===== src/rtl/branch_predictor_pkg.sv =====
// Shared decode constants and PC-source encodings for the branch predictor and resolver.
// Pure declarations: no logic, no latency, no flow control.
package branch_predictor_pkg;

  localparam logic [5:0] OP_R    = 6'h00;
  localparam logic [5:0] OP_BAL  = 6'h01;
  localparam logic [5:0] OP_J    = 6'h02;
  localparam logic [5:0] OP_JAL  = 6'h03;
  localparam logic [5:0] OP_BEQ  = 6'h04;
  localparam logic [5:0] OP_BNE  = 6'h05;
  localparam logic [5:0] OP_BLEZ = 6'h06;
  localparam logic [5:0] OP_BGTZ = 6'h07;

  localparam logic [5:0] FUNC_JR   = 6'h08;
  localparam logic [5:0] FUNC_JALR = 6'h09;

  localparam logic [4:0] RT_BLTZ   = 5'h00;
  localparam logic [4:0] RT_BGEZ   = 5'h01;
  localparam logic [4:0] RT_BLTZAL = 5'h10;
  localparam logic [4:0] RT_BGEZAL = 5'h11;

  typedef enum logic [1:0] {
    PCSRC_SEQ = 2'b00,
    PCSRC_J   = 2'b01,
    PCSRC_BR  = 2'b10,
    PCSRC_JR  = 2'b11
  } pc_src_e;

  // Widths follow the default predictor geometry (32-bit PC, 16 entries, 2-bit counters).
  localparam int BTB_ADDR_W = 32;
  localparam int BTB_IDX_W  = 4;
  localparam int BTB_TAG_W  = BTB_ADDR_W - BTB_IDX_W - 2;
  localparam int BTB_CTR_W  = 2;

  typedef struct packed {
    logic                  valid;
    logic                  uncond;
    logic [BTB_TAG_W-1:0]  tag;
    logic [BTB_ADDR_W-1:0] target;
    logic [BTB_CTR_W-1:0]  ctr;
  } btb_entry_t;

endpackage


===== src/rtl/branch_resolve.sv =====
// Combinational EX-stage control-transfer decode: pc_src, CTI flag and actual target.
// Zero latency, no state, no backpressure.
module branch_resolve
  import branch_predictor_pkg::*;
#(
  parameter int ADDR_W = 32,
  parameter int DATA_W = 32
) (
  input  logic              i_valid,
  input  logic [5:0]        i_op,
  input  logic [4:0]        i_rt_field,
  input  logic [5:0]        i_func,
  input  logic [DATA_W-1:0] i_rs,
  input  logic [DATA_W-1:0] i_rt,
  input  logic [ADDR_W-1:0] i_br_target,
  input  logic [ADDR_W-1:0] i_j_target,
  output logic [1:0]        o_pc_src,
  output logic              o_is_cti,
  output logic [ADDR_W-1:0] o_act_target
);

  logic    w_rs_neg;
  logic    w_rs_zero;
  logic    w_rs_eq_rt;
  pc_src_e w_pc_src;
  logic    w_is_cti;

  assign w_rs_neg   = i_rs[DATA_W-1];
  assign w_rs_zero  = (i_rs == '0);
  assign w_rs_eq_rt = (i_rs == i_rt);

  always_comb begin
    w_pc_src = PCSRC_SEQ;
    w_is_cti = 1'b0;
    if (i_valid) begin
      case (i_op)
        OP_R: begin
          if (i_func == FUNC_JR || i_func == FUNC_JALR) begin
            w_is_cti = 1'b1;
            w_pc_src = PCSRC_JR;
          end
        end
        OP_BAL: begin
          case (i_rt_field)
            RT_BLTZ, RT_BLTZAL: begin
              w_is_cti = 1'b1;
              if (w_rs_neg) w_pc_src = PCSRC_BR;
            end
            RT_BGEZ, RT_BGEZAL: begin
              w_is_cti = 1'b1;
              if (!w_rs_neg) w_pc_src = PCSRC_BR;
            end
            default: ;
          endcase
        end
        OP_J, OP_JAL: begin
          w_is_cti = 1'b1;
          w_pc_src = PCSRC_J;
        end
        OP_BEQ: begin
          w_is_cti = 1'b1;
          if (w_rs_eq_rt) w_pc_src = PCSRC_BR;
        end
        OP_BNE: begin
          w_is_cti = 1'b1;
          if (!w_rs_eq_rt) w_pc_src = PCSRC_BR;
        end
        OP_BLEZ: begin
          w_is_cti = 1'b1;
          if (w_rs_neg || w_rs_zero) w_pc_src = PCSRC_BR;
        end
        OP_BGTZ: begin
          w_is_cti = 1'b1;
          if (!w_rs_neg && !w_rs_zero) w_pc_src = PCSRC_BR;
        end
        default: ;
      endcase
    end
  end

  always_comb begin
    case (w_pc_src)
      PCSRC_BR: o_act_target = i_br_target;
      PCSRC_J:  o_act_target = i_j_target;
      PCSRC_JR: o_act_target = ADDR_W'(i_rs);
      default:  o_act_target = '0;
    endcase
  end

  assign o_pc_src = w_pc_src;
  assign o_is_cti = w_is_cti;

endmodule


===== src/rtl/branch_predictor.sv =====
// Direct-mapped BTB predictor: 0-cycle IF lookup, 0-cycle EX resolve/redirect, update visible next cycle.
// No handshake; i_ex_stall freezes all BTB and counter state.
module branch_predictor
  import branch_predictor_pkg::*;
#(
  parameter int ADDR_W  = 32,
  parameter int DATA_W  = 32,
  parameter int ENTRIES = 16,
  parameter int CTR_W   = 2,
  parameter int CNT_W   = 32
) (
  input  logic              clk,
  input  logic              rst_n,
  input  logic              i_if_valid,
  input  logic [ADDR_W-1:0] i_if_pc,
  output logic              o_pred_taken,
  output logic [ADDR_W-1:0] o_pred_target,
  input  logic              i_ex_valid,
  input  logic              i_ex_stall,
  input  logic [ADDR_W-1:0] i_ex_pc,
  input  logic [5:0]        i_ex_op,
  input  logic [4:0]        i_ex_rt_field,
  input  logic [5:0]        i_ex_func,
  input  logic [DATA_W-1:0] i_ex_rs,
  input  logic [DATA_W-1:0] i_ex_rt,
  input  logic [ADDR_W-1:0] i_ex_br_target,
  input  logic [ADDR_W-1:0] i_ex_j_target,
  input  logic              i_ex_pred_taken,
  input  logic [ADDR_W-1:0] i_ex_pred_target,
  output logic [1:0]        o_pc_src,
  output logic              o_mispredict,
  output logic [ADDR_W-1:0] o_redirect_pc,
  output logic [CNT_W-1:0]  o_br_count,
  output logic [CNT_W-1:0]  o_mispred_count
);

  localparam int IDX_W = $clog2(ENTRIES);
  localparam int TAG_W = ADDR_W - IDX_W - 2;
  localparam logic [CTR_W-1:0] CTR_MAX = '1;
  localparam logic [CTR_W-1:0] CTR_WT  = CTR_W'(1) << (CTR_W - 1);
  localparam logic [CTR_W-1:0] CTR_WNT = ~CTR_WT;

  // Same layout as the package btb_entry_t, sized by this instance's parameters.
  typedef struct packed {
    logic              valid;
    logic              uncond;
    logic [TAG_W-1:0]  tag;
    logic [ADDR_W-1:0] target;
    logic [CTR_W-1:0]  ctr;
  } entry_t;

  entry_t           r_btb [ENTRIES];
  logic [CNT_W-1:0] r_br_count;
  logic [CNT_W-1:0] r_mispred_count;

  logic [IDX_W-1:0]  w_if_idx;
  logic [TAG_W-1:0]  w_if_tag;
  entry_t            w_if_ent;
  logic              w_if_hit;
  logic              w_unused_pc_lsb;

  logic [1:0]        w_pc_src;
  logic              w_is_cti;
  logic [ADDR_W-1:0] w_act_target;
  logic              w_act_taken;
  logic              w_mispredict;
  logic              w_upd;
  logic              w_btb_wr;

  logic [IDX_W-1:0]  w_ex_idx;
  logic [TAG_W-1:0]  w_ex_tag;
  entry_t            w_ex_ent;
  entry_t            w_ex_new;
  logic              w_ex_hit;
  logic              w_ex_we;

  assign w_if_idx        = i_if_pc[IDX_W+1:2];
  assign w_if_tag        = i_if_pc[ADDR_W-1:IDX_W+2];
  assign w_if_ent        = r_btb[w_if_idx];
  assign w_if_hit        = i_if_valid && w_if_ent.valid && (w_if_ent.tag == w_if_tag);
  assign o_pred_taken    = w_if_hit && (w_if_ent.uncond || w_if_ent.ctr[CTR_W-1]);
  assign o_pred_target   = o_pred_taken ? w_if_ent.target : '0;
  assign w_unused_pc_lsb = &{1'b0, i_if_pc[1:0]};

  branch_resolve #(
    .ADDR_W (ADDR_W),
    .DATA_W (DATA_W)
  ) u_resolve (
    .i_valid      (i_ex_valid),
    .i_op         (i_ex_op),
    .i_rt_field   (i_ex_rt_field),
    .i_func       (i_ex_func),
    .i_rs         (i_ex_rs),
    .i_rt         (i_ex_rt),
    .i_br_target  (i_ex_br_target),
    .i_j_target   (i_ex_j_target),
    .o_pc_src     (w_pc_src),
    .o_is_cti     (w_is_cti),
    .o_act_target (w_act_target)
  );

  // A non-CTI arriving with a stale taken prediction is caught by the first term.
  assign w_act_taken   = (w_pc_src != PCSRC_SEQ);
  assign w_mispredict  = i_ex_valid &&
                         ((w_act_taken != i_ex_pred_taken) ||
                          (w_act_taken && (w_act_target != i_ex_pred_target)));
  assign o_mispredict  = w_mispredict;
  assign o_pc_src      = w_pc_src;
  assign o_redirect_pc = w_act_taken ? w_act_target : (i_ex_pc + ADDR_W'(4));

  assign w_upd    = i_ex_valid && !i_ex_stall;
  assign w_btb_wr = w_upd && w_is_cti;
  assign w_ex_idx = i_ex_pc[IDX_W+1:2];
  assign w_ex_tag = i_ex_pc[ADDR_W-1:IDX_W+2];
  assign w_ex_ent = r_btb[w_ex_idx];
  assign w_ex_hit = w_ex_ent.valid && (w_ex_ent.tag == w_ex_tag);
  assign w_ex_we  = w_btb_wr && (w_ex_hit || w_act_taken);

  always_comb begin
    w_ex_new = w_ex_ent;
    if (w_ex_hit) begin
      if (w_act_taken) begin
        if (w_ex_ent.ctr != CTR_MAX) w_ex_new.ctr = w_ex_ent.ctr + CTR_W'(1);
        w_ex_new.target = w_act_target;
      end else if (w_ex_ent.ctr != '0) begin
        w_ex_new.ctr = w_ex_ent.ctr - CTR_W'(1);
      end
    end else begin
      w_ex_new.valid  = 1'b1;
      w_ex_new.uncond = (w_pc_src == PCSRC_J) || (w_pc_src == PCSRC_JR);
      w_ex_new.tag    = w_ex_tag;
      w_ex_new.target = w_act_target;
      w_ex_new.ctr    = CTR_WT;
    end
  end

  always_ff @(posedge clk or negedge rst_n) begin
    if (!rst_n) begin
      for (int i = 0; i < ENTRIES; i++) begin
        r_btb[i] <= '{valid: 1'b0, uncond: 1'b0, tag: '0, target: '0, ctr: CTR_WNT};
      end
      r_br_count      <= '0;
      r_mispred_count <= '0;
    end else begin
      if (w_ex_we) r_btb[w_ex_idx] <= w_ex_new;
      if (w_btb_wr) r_br_count <= r_br_count + CNT_W'(1);
      if (w_upd && w_mispredict) r_mispred_count <= r_mispred_count + CNT_W'(1);
    end
  end

  assign o_br_count      = r_br_count;
  assign o_mispred_count = r_mispred_count;

endmodule

===== config.mk =====
export PLATFORM = sky130hd
export DESIGN_NAME = branch_predictor
export DESIGN_NICKNAME = d
export VERILOG_FILES = /design/src/rtl/branch_predictor_pkg.sv /design/src/rtl/branch_resolve.sv /design/src/rtl/branch_predictor.sv
export SDC_FILE = /design/constraint.sdc
export NUM_CORES = 2
export LEC_CHECK = 0
export ABC_AREA = 1
export BUFFER_PORTS_ARGS = -buffer_cell sky130_fd_sc_hd__buf_4
export CAP_MARGIN = 0
export CORE_MARGIN = 2
export CORE_UTILIZATION = 56
export CTS_CLUSTER_DIAMETER = 80
export DETAILED_ROUTE_END_ITERATION = 7
export PLACE_DENSITY = 0.8
export SLEW_MARGIN = 30
export SYNTH_ARGS = -nofsm -noshare
export SYNTH_HDL_FRONTEND = slang
export SYNTH_SLANG_ARGS = --single-unit

===== constraint.sdc =====
create_clock -name clk -period 6.19 [get_ports clk]
set_clock_uncertainty 0.15 [all_clocks]
set_input_delay 1.5475 -clock clk [delete_from_list [all_inputs] [get_ports clk]]
set_output_delay 1.5475 -clock clk [all_outputs]
set_load 0.01 [all_outputs]

==> results.json <==
{
  "min_period_over_period_pct": 98.7,
  "clock_latency_ns": 0.73,
  "required_ns": 4.49,
  "ctsLongestPathBuffers": 3,
  "routabilityCongestion": 0.997,
  "clk_pin_slew_ns": 0.06,
  "cts_tree": "done",
  "syn2layout_area_growth_pct": 15.4,
  "setup_violations": 0,
  "cts.sinks": 1056,
  "hp-class": "register to register",
  "grt_first_pass_wirelength_um": 353000,
  "initial_core_util_pct": 56.4,
  "drive_gt1_share_pct": 11.2,
  "stdcell_area_sq_um": 70700,
  "ys_ff_latch": 1056,
  "dieArea_sq_um": 112000,
  "status": "finished, violations left",
  "dp_cells": 10200,
  "synth_area_leader_cell": "dfrtp_1",
  "final_net_count": 9116,
  "hold_viol": 0,
  "yosys_warnings": 0,
  "ir_worst_vdd_v": 0.000248,
  "crit_path_cell_trace": "buf_16, buf_16, a21oi_1, o21ai_1, o21ai_0, o221ai_1, nand2_1, nand2_1, o21ai_1, a211oi_2, nand2_1, nor2_1, buf_4, nand4_1, buf_6, buf_6, nor3_1, buf_4",
  "cts_hold_buffers": 0,
  "p_leak_uw": 0.0333,
  "max-slew-margin-rel_pct": 28.2,
  "die_w_um": 335,
  "synth_top_area_share_pct": 42.5,
  "seqPwrFrac_pct": 44.1,
  "swShare_pct": 27.3,
  "synth_area_sq_um": 61300,
  "worst_slew_pin_slew_ns": 1.08,
  "syn_area_per_cell_sq_um": 7.01,
  "cpPeakStageDelay_ns": 0.27,
  "overflow": 0,
  "final_antenna_net_count": 0,
  "seq_area_frac_synth_pct": 43.2,
  "drv_slew": 0,
  "period_needed_ns": 6.11,
  "endpoint_kind": "output pin",
  "routed_wl_um": 237000,
  "clock.fmax_mhz": 164,
  "antenna_found_initial": 15,
  "yosysUniqueCellTypes": 45,
  "h-tree-depth": 3,
  "p_int_uw": 11500,
  "place_area_sq_um": 66400,
  "crit_path_frequent_cell": "nand2_1",
  "syn_nets": 8987,
  "drt_pass1_iterations": 8,
  "layout_common_cells": "nand2_1, o21ai_0, dfrtp_1",
  "p_per_area_nw_per_um2": 224,
  "cp_slowest_cell": "o221ai_1",
  "stdcell_count": 10400,
  "rows": 121,
  "port_buffers": 374,
  "route.vias.total": 65300,
  "grt.total_usage_pct": 40.6,
  "root_buffer": "clkbuf_16",
  "power_frac_comb_pct": 12.5,
  "setup_tns_ns": 0,
  "drt_drc_violations_left": 7,
  "p_sw_uw": 4310,
  "layout.cells.most_common": "nand2_1",
  "synthCells": 8734,
  "pin_count": 379,
  "numCtsBuffers": 111,
  "grt_max_degree": 186,
  "core_area_sq_um": 109000,
  "hpwl_um": 145000,
  "worstPathArrival_ns": 4.41,
  "synthTopCellsByArea": "dfrtp_1, nand2_1, o21ai_0",
  "drt_iter0_drc": 10200,
  "violations": "DRC",
  "critPathMaxFanout": 19,
  "start_kind": "primary input",
  "crit_type": "primary input to output pin",
  "detail_route.wl_per_cell_um": 22.8,
  "p_clk_share_pct": 43.4,
  "die_height_um": 335,
  "drv_cap": 0,
  "grt_pass1_vias": 60000,
  "avgViaCountPerCell": 6.29
}
## routing by layer
metal | GRT usage (%) | wire (um)
met3 | 11.3 | 32600
met4 | 22.1 | 15200
met2 | 60.6 | 102000
met1 | 53.7 | 87100
met5 | 0 | 120
## critical path: cells and delay by family
kind            cells  cell delay (ns)
simple gates        6             0.85
buf+inv             6             1.08
compound gates      6             0.89
## final cells by class
cell class | count | area [sq um]
Clock inverter | 41 | 432
Sequential cell | 1056 | 26400
Antenna cell | 6 | 15.0
Timing Repair Buffer | 716 | 6650
Clock buffer | 167 | 3300
Inverter | 629 | 2390
Fill cell | 9308 | 38000
Tap cell | 1414 | 1770
Multi-Input combinational cell | 6349 | 29700
## power by group through the flow
| stage | clock network [uW] | logic [uW] | registers [uW] |
|---|---|---|---|
| 2_1_floorplan | 0 | 974 | 7100 |
| 3_3_place_gp | 0 | 1840 | 7100 |
| 3_5_place_dp | 0 | 1860 | 7100 |
| 4_1_cts | 6870 | 1870 | 6970 |
| 5_1_grt | 7170 | 2110 | 6970 |
| 6_report | 6860 | 1970 | 6970 |
## path summary, 6_finish.rpt
path | startpoint | endpoint | slack, ns | depth (start not counted)
min in group asynchronous | rst_n | r_btb[793] | 0.60 | 1
max in group asynchronous | rst_n | r_btb[70] | 3.75 | 3
min | r_btb[929] | r_btb[929] | 0.32 | 2
max | i_if_pc[2] | o_pred_target[18] | 0.08 | 18
min reg2reg | r_btb[929] | r_btb[929] | 0.32 | 2
max reg2reg | r_btb[177] | r_btb[889] | 2.15 | 19
## Yosys cell counts
cell,count
buf_4,16
or2_2,2
o22ai_1,54
o31ai_1,13
a21o_1,2
buf_6,17
o21ai_1,268
o221ai_1,34
o311ai_0,2
nand3_2,2
buf_2,156
nand2_1,2383
a22o_1,4
o211ai_1,52
clkinv_1,11
nor3b_1,4
nor2_1,571
a21oi_1,632
nand3_1,140
a211oi_1,22
clkbuf_1,459
a21boi_0,1
and3_1,2
dfrtp_1,1040
dfstp_2,16
o2111ai_1,1
a31oi_1,1
nand4_1,174
nor4_1,19
a221oi_1,2
o21ai_0,1733
nand3_4,8
nand2_2,1
inv_2,14
xnor2_1,49
a31o_2,2
nor2_2,5
ha_1,6
nor3_1,81
nand3b_1,3
buf_1,52
inv_1,604
o21ai_2,1
xor2_1,68
nor3_2,7
## registers in the layout, indices dropped and copies added (netlist names)
| name | cells |
|---|---|
| o_br_count | 32 |
| r_btb | 992 |
| o_mispred_count | 32 |
## cell families (layout without fill, tap and decap cells)
kind of cell	Yosys count	in the layout	share of synthesized area, %
simple gates	3402	3402	22.4
buf+inv	1329	1553	8.77
other cells	0	6	0
fa+ha+maj	6	6	0.123
compound gates	2824	2824	23.8
xor+xnor	117	117	1.67
flops	1056	1056	43.2
## metrics by stage
step | setup WS [ns] | total power [uW] | util [%] | hold slack, ns
global placement | 0.0574 | 8940 | 61.1 | 0.297
CTS | 0.0424 | 15700 | 64.5 | 0.317
global route | -0.0482 | 16300 | 65.0 | 0.337
finish | 0.0818 | 15800 | 65.0 | 0.318
detailed placement | 0.0560 | 8960 | 61.1 | 0.304
floorplan | 0.456 | 8080 | - | 0.281
## repair_timing
action	in CTS	in global routing
resized for setup	0	53
setup buffers	0	4
endpoints found under the setup margin	0	42
Note: power is estimated with default switching activity, not from simulation.
